$ cat src/rtl/snake_pkg.sv
// Shared snake-game definitions: FSM encoding, playfield bounds, coordinate widths.
// Imported by the game controller, the snake mover and the apple generator.
package snake_pkg;

    localparam int X_W = 6;
    localparam int Y_W = 5;

    typedef logic [2:0] game_state_t;

    localparam game_state_t ST_IDLE  = 3'd0;
    localparam game_state_t ST_PLAY  = 3'd1;
    localparam game_state_t ST_PAUSE = 3'd2;
    localparam game_state_t ST_DYING = 3'd3;
    localparam game_state_t ST_OVER  = 3'd4;

    localparam int GRID_X_MIN = 1;
    localparam int GRID_X_MAX = 38;
    localparam int GRID_Y_MIN = 1;
    localparam int GRID_Y_MAX = 28;

    // Shorter move interval after an apple, clamped so it never drops below the floor.
    function automatic logic [31:0] sped_up_period(input logic [31:0] period,
                                                   input logic [31:0] min_period,
                                                   input logic [31:0] step);
        if (period >= min_period + step)
            return period - step;
        return min_period;
    endfunction

endpackage

$ cat src/rtl/snake_tick_gen.sv
// Programmable-period move tick: counts while enabled, pulses on the last count of each interval.
// The period is sampled at clear and at every wrap, so changes land on the next interval.
module snake_tick_gen #(
    parameter int unsigned RST_PERIOD = 250000
) (
    input  logic        clk,
    input  logic        rst,
    input  logic        clr_i,
    input  logic        en_i,
    input  logic [31:0] period_i,
    output logic        tick_o
);

    logic [31:0] cnt_q, cnt_d;
    logic [31:0] per_q, per_d;
    logic        term;

    assign term   = (cnt_q == per_q - 32'd1);
    assign tick_o = en_i && term;

    always_comb begin
        cnt_d = cnt_q;
        per_d = per_q;
        if (clr_i) begin
            cnt_d = '0;
            per_d = period_i;
        end else if (en_i) begin
            if (term) begin
                cnt_d = '0;
                per_d = period_i;
            end else begin
                cnt_d = cnt_q + 32'd1;
            end
        end
    end

    always_ff @(posedge clk or negedge rst) begin
        if (!rst) begin
            cnt_q <= '0;
            per_q <= RST_PERIOD;
        end else begin
            cnt_q <= cnt_d;
            per_q <= per_d;
        end
    end

endmodule

$ cat src/rtl/snake_game_ctrl.sv
// Snake game sequencer: game FSM, move tick pacing, wall/self collision check,
// length and speed tracking from apple pulses, and the death flash timer.
module snake_game_ctrl
    import snake_pkg::*;
#(
    parameter int unsigned BASE_PERIOD   = 250000,
    parameter int unsigned MIN_PERIOD    = 50000,
    parameter int unsigned SPEED_STEP    = 10000,
    parameter int unsigned X_MIN         = GRID_X_MIN,
    parameter int unsigned X_MAX         = GRID_X_MAX,
    parameter int unsigned Y_MIN         = GRID_Y_MIN,
    parameter int unsigned Y_MAX         = GRID_Y_MAX,
    parameter int unsigned INIT_LEN      = 3,
    parameter int unsigned MAX_LEN       = 63,
    parameter int unsigned FLASH_PERIOD  = 25000000,
    parameter int unsigned FLASH_TOGGLES = 6
) (
    input  logic           clk,
    input  logic           rst,
    input  logic           start_btn,
    input  logic           pause_btn,
    input  logic [X_W-1:0] head_x,
    input  logic [Y_W-1:0] head_y,
    input  logic           self_hit,
    input  logic           apple_eat,
    output logic           move_tick,
    output logic           soft_clr,
    output logic [2:0]     game_state,
    output logic [5:0]     snake_len,
    output logic           flash,
    output logic           game_over
);

    localparam logic [X_W-1:0] X_LO       = X_W'(X_MIN);
    localparam logic [X_W-1:0] X_HI       = X_W'(X_MAX);
    localparam logic [Y_W-1:0] Y_LO       = Y_W'(Y_MIN);
    localparam logic [Y_W-1:0] Y_HI       = Y_W'(Y_MAX);
    localparam logic [5:0]     LEN_INIT   = 6'(INIT_LEN);
    localparam logic [5:0]     LEN_MAX    = 6'(MAX_LEN);
    localparam logic [31:0]    FLASH_LAST = 32'(FLASH_PERIOD - 1);
    localparam logic [7:0]     TOG_LAST   = 8'(FLASH_TOGGLES - 1);

    game_state_t state_q, state_d;
    logic [5:0]  len_q, len_d;
    logic [31:0] period_q, period_d;
    logic [31:0] fcnt_q, fcnt_d;
    logic [7:0]  tog_q, tog_d;
    logic        flash_q, flash_d;
    logic        chk_q, apple_q;

    logic in_play, wall, collide, apple_rise, tick_en, restart;

    // The mover registers its new head one cycle after a tick, so the check looks one cycle late.
    assign in_play    = (state_q == ST_PLAY);
    assign wall       = (head_x < X_LO) || (head_x > X_HI) || (head_y < Y_LO) || (head_y > Y_HI);
    assign collide    = in_play && chk_q && (wall || self_hit);
    assign apple_rise = in_play && apple_eat && !apple_q && !collide;
    assign tick_en    = in_play && !pause_btn && !collide;
    assign restart    = rst && start_btn && ((state_q == ST_IDLE) || (state_q == ST_OVER));

    always_comb begin
        state_d  = state_q;
        len_d    = len_q;
        period_d = period_q;
        flash_d  = flash_q;
        fcnt_d   = fcnt_q;
        tog_d    = tog_q;
        if (apple_rise) begin
            len_d    = (len_q == LEN_MAX) ? len_q : len_q + 6'd1;
            period_d = sped_up_period(period_q, MIN_PERIOD, SPEED_STEP);
        end
        case (state_q)
            ST_IDLE, ST_OVER: begin
                if (restart) begin
                    state_d  = ST_PLAY;
                    len_d    = LEN_INIT;
                    period_d = BASE_PERIOD;
                    flash_d  = 1'b0;
                end
            end
            ST_PLAY: begin
                if (collide) begin
                    state_d = ST_DYING;
                    fcnt_d  = '0;
                    tog_d   = '0;
                end else if (pause_btn) begin
                    state_d = ST_PAUSE;
                end
            end
            ST_PAUSE: begin
                if (pause_btn)
                    state_d = ST_PLAY;
            end
            ST_DYING: begin
                if (fcnt_q == FLASH_LAST) begin
                    fcnt_d  = '0;
                    flash_d = !flash_q;
                    tog_d   = tog_q + 8'd1;
                    if (tog_q == TOG_LAST) begin
                        state_d = ST_OVER;
                        flash_d = 1'b0;
                    end
                end else begin
                    fcnt_d = fcnt_q + 32'd1;
                end
            end
            default: state_d = ST_IDLE;
        endcase
    end

    always_ff @(posedge clk or negedge rst) begin
        if (!rst) begin
            state_q  <= ST_IDLE;
            len_q    <= LEN_INIT;
            period_q <= BASE_PERIOD;
            fcnt_q   <= '0;
            tog_q    <= '0;
            flash_q  <= 1'b0;
            chk_q    <= 1'b0;
            apple_q  <= 1'b0;
        end else begin
            state_q  <= state_d;
            len_q    <= len_d;
            period_q <= period_d;
            fcnt_q   <= fcnt_d;
            tog_q    <= tog_d;
            flash_q  <= flash_d;
            chk_q    <= move_tick;
            apple_q  <= apple_eat;
        end
    end

    // period_d is handed over so a restart or a same-cycle apple lands in the next interval.
    snake_tick_gen #(
        .RST_PERIOD(BASE_PERIOD)
    ) u_tick (
        .clk     (clk),
        .rst     (rst),
        .clr_i   (restart),
        .en_i    (tick_en),
        .period_i(period_d),
        .tick_o  (move_tick)
    );

    assign soft_clr   = restart;
    assign game_state = state_q;
    assign snake_len  = len_q;
    assign flash      = flash_q;
    assign game_over  = (state_q == ST_OVER);

endmodule

$ cat config.mk
export PLATFORM = sky130hd
export DESIGN_NAME = snake_game_ctrl
export DESIGN_NICKNAME = d
export VERILOG_FILES = /design/src/rtl/snake_pkg.sv /design/src/rtl/snake_tick_gen.sv /design/src/rtl/snake_game_ctrl.sv
export SDC_FILE = /design/constraint.sdc
export NUM_CORES = 1
export LEC_CHECK = 0
export BUFFER_PORTS_ARGS = -buffer_cell sky130_fd_sc_hd__clkbuf_2
export CAP_MARGIN = 30
export CORE_MARGIN = 1
export CORE_UTILIZATION = 60
export DETAILED_ROUTE_END_ITERATION = 12
export PLACE_DENSITY = 0.83
export SETUP_SLACK_MARGIN = 0.05
export SYNTH_ARGS = -nofsm -noshare
export SYNTH_HDL_FRONTEND = slang
export SYNTH_HIERARCHICAL = 1
export SYNTH_SLANG_ARGS = --single-unit
$ cat constraint.sdc
create_clock -name clk -period 5.45 [get_ports clk]
set_clock_uncertainty 0.15 [all_clocks]
set_input_delay 0.2725 -clock clk [delete_from_list [all_inputs] [get_ports clk]]
set_output_delay 0.2725 -clock clk [all_outputs]
set_load 0.01 [all_outputs]
==> out/results.ini, run 1 <==
[worst_setup_path]
r2r_start=u_tick/per_q[0]$_DFFE_PN0P_
crit_required_ps=5600
cp_common_cell=nor4b_2
cp-start-kind=flop
r2r_cells=11
rr_endpoint=u_tick/per_q[31]$_DFFE_PN0P_
r2r_slack_ps=1400
startpoint=u_tick/per_q[0]$_DFFE_PN0P_
cp_slowest_cell=or4b_1
crit_chain=inv_1 -> ha_1 -> nor4b_2 -> nand3_1 -> or4b_1 -> a21boi_1 -> nor3_1 -> nor4b_2 -> a31oi_4 -> buf_4 -> mux2_1
crit_end=u_tick/per_q[31]$_DFFE_PN0P_
cp_max_fo=32
critical_path_class=flop to flop
max_stage_delay_ps=580
end_kind=flop
worst_ep_arrival_time_ps=4210

[min_path]
min_path_type=input pin to flop
holdCritStartpoint=start_btn

[power_and_ir_drop]
powerDensity_nw_per_um2=426.8
leakage_nw=4.285
worst_ir_drop_vdd_mv=0.2709

[route]
ant_nets=0
wl_per_cell_um=18.65
vias=7490
drc=0
viasPerCell=6.496
wirelength_mm=21.50
drt_first_pass_iters=5
initialDrtViolationCount=623

[synthesis]
yosys_register_bits=148
seq_area_frac_synth_pct=41.44
netlist-cell-type-count=85
netlist_area_um2=8986
syn_area_per_cell_um2=9.580
async_reset_ff_share_pct=100.0
synthesis.instances=938
synth_edf_count=0
yosysWarnings=6
ys.flop_type=dfrtp_1
syn-num-nets=963

[clock_network]
clock_latency_ps=420
hold_buffers=2
clock_path_buffers=2
clk_pin_slew_ps=60
cts_tree=built
htree_levels=4
cts_resized=0
cts-root-buf=clkbuf_16
clock-sinks=148
cts_setup_buffers=0
numCtsBuffers=17

[finish]
syn_to_final_growth_pct=10.44
layout-drive-gt1-share_pct=15.27
fillers=1082
layoutNonFillerInstCount=1153
diodes=0
nets=981

[global_route]
grt_util_met3_pct=4.983
grt_first_pass_wirelength_mm=36.42
overflow=0
grt_use_total_pct=28.91
grt_use_met2_pct=48.16
grt_max_degree=71
top_usage_layer=met2
grt_pass1_vias=7389
antenna_found_initial=0
grtUsageMet1_pct=38.14

[placement]
place_inst=1119
dp_hpwl_mm=14.05
portBuffers=29
gp_congestion=0.8996

[timing]
hold_violations=0
worst_slew_pin_slew_ps=880.7
drv_slew=0
rsz0062_at_grt=false
min_period_over_period_pct=74.40
fmax_mhz=246.6
period_needed_ps=4055
finalSetupTns_ps=0
setup_viol=0
relSlewSlack_pct=41.29

[job]
drv_cap=0

[floorplan]
die_h_um=124.4
core_area_um2=14590
num_rows=44
die_area_um2=15470
start_util_pct=61.60
dieWidth_um=124.4
pin_count=30

[status]
status=completed

[cell families after synthesis]
| group | Yosys count | share of synthesized area, % |
|---|---|---|
| AND/OR/NAND/NOR | 407 | 25.90 |
| multiplexers | 39 | 6.071 |
| AO/OA/AOI/OAI | 172 | 12.91 |
| flip-flops | 148 | 41.44 |
| buffers and inverters | 75 | 3.745 |
| adder cells (fa/ha/maj) | 8 | 1.114 |
| XOR/XNOR | 89 | 8.828 |
[layer usage]
layer | part of all wire (%) | wire (um)
met4 | 2.3 | 486
met1 | 44 | 9358
met3 | 5.2 | 1120
met2 | 49 | 10540
met5 | 0 | 0
[cells in the final DEF (no fill, tap or decap), types with 6 or more instances in the layout]
| master | n |
|---|---|
| dfrtp_1 | 132 |
| nor2_1 | 69 |
| nor3_1 | 62 |
| o21ai_0 | 55 |
| nand2_1 | 52 |
| nand3_1 | 47 |
| xnor2_1 | 45 |
| xor2_1 | 43 |
| inv_1 | 33 |
| nand4_1 | 32 |
| mux2_4 | 30 |
| a21oi_1 | 29 |
| clkbuf_2 | 28 |
| and3_1 | 23 |
| clkbuf_16 | 17 |
| dfstp_2 | 16 |
| nor4_1 | 15 |
| or3_1 | 15 |
| a31oi_1 | 10 |
| and2_1 | 10 |
| buf_4 | 10 |
| a22o_1 | 9 |
| nand2b_1 | 8 |
| o31ai_1 | 8 |
| nor2b_1 | 8 |
| and4_1 | 8 |
| ha_1 | 8 |
| nor4b_1 | 7 |
| or4_1 | 6 |
| a21o_1 | 6 |
| a211oi_1 | 6 |
| nand4b_1 | 6 |
[metrics by stage]
stage	hold WS, ps	power (mW)	cell area (um^2)	util, %	worst slack (ps)
detailed placement	57.53	2.889	9248	63.39	1491
global route	198.4	4.442	9925	68.03	1181
floorplan	-173.1	2.534	8986	-	2102
finish	160.8	4.236	9925	68.03	1395
CTS	147.7	4.224	9925	68.03	1441
global placement	54.31	2.836	9248	63.39	1584
[worst min path at each step]
| stage | slack (ps) | to | cells after the start |
|---|---|---|---|
| after floorplan | -170 | apple_q$_DFF_PN0_ | 0 |
| after global placement | 50 | u_tick/cnt_q[4]$_DFFE_PN0P_ | 1 |
| after detailed placement | 60 | u_tick/cnt_q[3]$_DFFE_PN0P_ | 1 |
| after CTS | 150 | snake_len[0]$_DFF_PN1_ | 3 |
| after global routing | 200 | snake_len[0]$_DFF_PN1_ | 3 |
| final | 160 | snake_len[0]$_DFF_PN1_ | 3 |
[where the power goes]
part	internal (mW)	total (mW)	switching, mW
registers	1.33	1.64	0.307
logic	0.545	1.29	0.744
clock network	0.840	1.31	0.471
[cells in the mapped netlist (9+ instances only)]
cell      instances  share of area, %
nor3_1           62               3.5
and3_1           23               1.6
buf_2            10              0.56
inv_1            33               1.4
nor2_1           70               2.9
mux2_4           30               5.0
and2_1           10              0.70
clkbuf_1         24               1.0
nand4_1          32               2.2
xnor2_1          45               4.4
nand2_1          52               2.2
dfstp_2          16               4.7
nor4_1           15               1.0
a22o_1            9              0.88
xor2_1           43               4.2
or3_1            15               1.0
nand3_1          47               2.6
a21oi_1          29               1.6
o21ai_0          55               3.1
dfrtp_1         132                37
a31oi_1          10              0.70
[area by class of cell]
type | count | area, um^2 | area share (%)
clock buffer | 21 | 460.4 | 4.639
clock inverter | 11 | 196.4 | 1.979
inverter | 33 | 123.9 | 1.248
multi-input combinational | 715 | 4943 | 49.81
sequential | 148 | 3724 | 37.52
tap | 184 | 230.2 | 2.320
timing repair buffer | 41 | 246.5 | 2.484
[critical path: cells and delay by family (launching register included)]
| kind | cells | cell delay (ps) |
|---|---|---|
| simple gates | 5 | 1800 |
| buf+inv | 2 | 590 |
| fa+ha+maj | 1 | 200 |
| flops | 1 | 450 |
| compound gates | 2 | 340 |
| mux | 1 | 390 |
[sequential cells by signal, indices dropped and copies added, names as in the netlist]
signal and cells:
apple_q 1, chk_q 1, fcnt_q 32, flash 1, game_state 3, period_q 32
snake_len 6, tog_q 8, u_tick/cnt_q 32, u_tick/per_q 32
Power figures use the tool's default switching activity.
==> run 2: changes to the inputs <==
--- a/config.mk
+++ b/config.mk
@@ -8,7 +8,7 @@
 export BUFFER_PORTS_ARGS = -buffer_cell sky130_fd_sc_hd__clkbuf_2
 export CAP_MARGIN = 30
 export CORE_MARGIN = 1
-export CORE_UTILIZATION = 60
+export CORE_UTILIZATION = 57
 export DETAILED_ROUTE_END_ITERATION = 12
 export PLACE_DENSITY = 0.83
 export SETUP_SLACK_MARGIN = 0.05
==> constraint.sdc (replaced) <==
create_clock -name clk -period 3.6 [get_ports clk]
set_clock_uncertainty 0.15 [all_clocks]
set_input_delay 0.18 -clock clk [delete_from_list [all_inputs] [get_ports clk]]
set_output_delay 0.18 -clock clk [all_outputs]
set_load 0.01 [all_outputs]
==> run 2 against run 1 <==
Sequential share of layout area is 1.3 points lower; first-iteration DRC count is 35% higher; wire length is 5.3% higher; setup slack worse by 1300 ps; combinational power is 70% higher; critical path depth is 3 lower; critical endpoint is now move_tick; largest power group unchanged.
==> out/results.ini, run 2 (synthesized netlist as in run 1, its figures left out) <==
[timing]
fmax_mhz=281.5
setup_viol=0  ; unchanged
worst_slew_pin_slew_ps=863.1  ; -17.60 ps
min_period_over_period_pct=98.68
drv_slew=0  ; unchanged
hold_violations=0  ; unchanged
relSlewSlack_pct=41.93  ; +0.64 points
rsz0062_at_grt=true
finalSetupTns_ps=0  ; unchanged
period_needed_ps=3552

[route]
wirelength_mm=22.65  ; +5.3%
vias=7813  ; +4.3%
wl_per_cell_um=18.75  ; +0.54%
viasPerCell=6.468  ; -0.44%
drc=0  ; unchanged
ant_nets=0  ; unchanged
drt_first_pass_iters=5  ; unchanged
initialDrtViolationCount=838  ; +35%

[clock_network]
clock_path_buffers=2  ; unchanged
numCtsBuffers=17  ; unchanged
cts_tree=built
clock_latency_ps=430  ; about the same
clock-sinks=148  ; unchanged
clk_pin_slew_ps=70  ; about the same
htree_levels=4  ; unchanged
cts-root-buf=clkbuf_16

[floorplan]
core_area_um2=15310  ; +5.0%
die_area_um2=16270  ; +5.2%
start_util_pct=58.68  ; -2.9 points
pin_count=30  ; unchanged
dieWidth_um=127.6  ; +2.6%
num_rows=45  ; +2.3%
die_h_um=127.6  ; +2.6%

[placement]
gp_congestion=0.9281  ; +3.2%
dp_hpwl_mm=14.34  ; +2.0%
portBuffers=29  ; unchanged
dpl-instance-area_um2=9469  ; +2.4%

[worst_setup_path]
r2r_cells=10  ; -1
cp-start-kind=flop
end_kind=primary output
cp_max_fo=6  ; -81%
r2r_slack_ps=100  ; -1300 ps
critical_path_class=flop to primary output
rr_endpoint=u_tick/per_q[1]$_DFFE_PN0P_
worst_ep_arrival_time_ps=3220  ; -990 ps
r2r_start=u_tick/per_q[0]$_DFFE_PN0P_
crit_required_ps=3270  ; -2330 ps

[job]
drv_cap=0  ; unchanged

[global_route]
grt_first_pass_wirelength_mm=36.78  ; +0.99%
grt_use_total_pct=28.44  ; -0.47 points
antenna_found_initial=0  ; unchanged
grt_max_degree=150  ; +110%
grt_pass1_vias=7461  ; +0.97%
overflow=0  ; unchanged

[finish]
diodes=0  ; unchanged
mostFrequentLayoutCells=dfrtp_1 (130), nor2_1 (69), nor3_1 (60)
fillers=1116  ; +3.1%
nets=1009  ; +2.9%
mostFrequentLayoutCell=dfrtp_1
fin_util_pct=67.15  ; -0.88 points
layout-drive-gt1-share_pct=19.26  ; +4.0 points
final_area_um2=10280  ; +3.6%
syn_to_final_growth_pct=14.44

[min_path]
min_path_type=input pin to asynchronous set/reset pin

[power_and_ir_drop]
powerDensity_nw_per_um2=634.5  ; +49%
leakage_nw=4.451  ; +3.9%
worst_ir_drop_vdd_mv=0.3932  ; +45%
total_power_mw=6.525  ; +54%

[status]
status=completed

run 2: cell types whose count changed in the layout (fill, tap and decap cells not counted), sizes merged:
cell,change
clkbuf,-4
inv,+4
dlygate4sd3,+1
clkinvlp,+1
buf,+27
bufinv,-2
clkinv,+1
run 2: where the power goes:
part	switching, mW	internal [mW]	total [mW]
clock	0.769	1.11	1.88
sequential	0.447	2.01	2.46
combinational	1.22	0.963	2.19
run 2: layer usage:
layer,track usage [%],part of all wire [%]
met5,0,0
met4,13.38,2.9
met3,5.360,7.0
met2,46.54,48
met1,36.51,42
run 2: worst max-delay path by stage:
stage                           startpoint                           end  cells past startpoint
2_1_floorplan    game_state[1]$_DFFE_PN0P_  u_tick/cnt_q[31]$_DFFE_PN0P_                     13
3_3_place_gp   u_tick/per_q[0]$_DFFE_PN0P_  u_tick/per_q[31]$_DFFE_PN0P_                     11
3_5_place_dp   u_tick/per_q[0]$_DFFE_PN0P_  u_tick/per_q[31]$_DFFE_PN0P_                     11
4_1_cts        u_tick/per_q[0]$_DFFE_PN0P_  u_tick/per_q[31]$_DFFE_PN0P_                     12
5_1_grt        u_tick/per_q[0]$_DFFE_PN0P_  u_tick/cnt_q[14]$_DFFE_PN0P_                     11
6_report       u_tick/per_q[0]$_DFFE_PN0P_                     move_tick                      8
run 2: cell type report:
class	instances	area, um^2	share of cell area (%)
Clock buffer	17	425.4	4.137
Clock inverter	15	196.4	1.910
Inverter	33	123.9	1.205
Multi-Input combinational cell	715	5034	48.95
Sequential cell	148	3726	36.23
Tap cell	211	264.0	2.567
Timing Repair Buffer	69	514.2	5.001
run 2: metrics by stage:
step | cells | hold slack, ps | worst slack (ps)
global placement | 1166 | 162.4 | 225.6
global route | 1208 | 250.2 | -63.62
floorplan | 938 | -265.6 | 251.6
CTS | 1204 | 245.0 | 13.48
detailed placement | 1166 | 156.8 | 76.25
finish | 1208 | 260.2 | 47.61
run 2: repair_timing:
item | CTS | global route
hold endpoints to repair | 134 | 0
hold buffers | 3 | 0
pin swaps | 3 | 8
buffers inserted | 3 | 3
setup endpoints to repair | 3 | 63
resized for setup | 3 | 17
cloned | 0 | 1
run 2: critical path, stage by stage, from the launching register on:
cell and delay, ps:
dfrtp_2 450, or4_4 590, or4_4 530, a211o_1 280, o211ai_2 90, o311ai_2 160, nor4_4 320, and3_4 250
buf_2 130
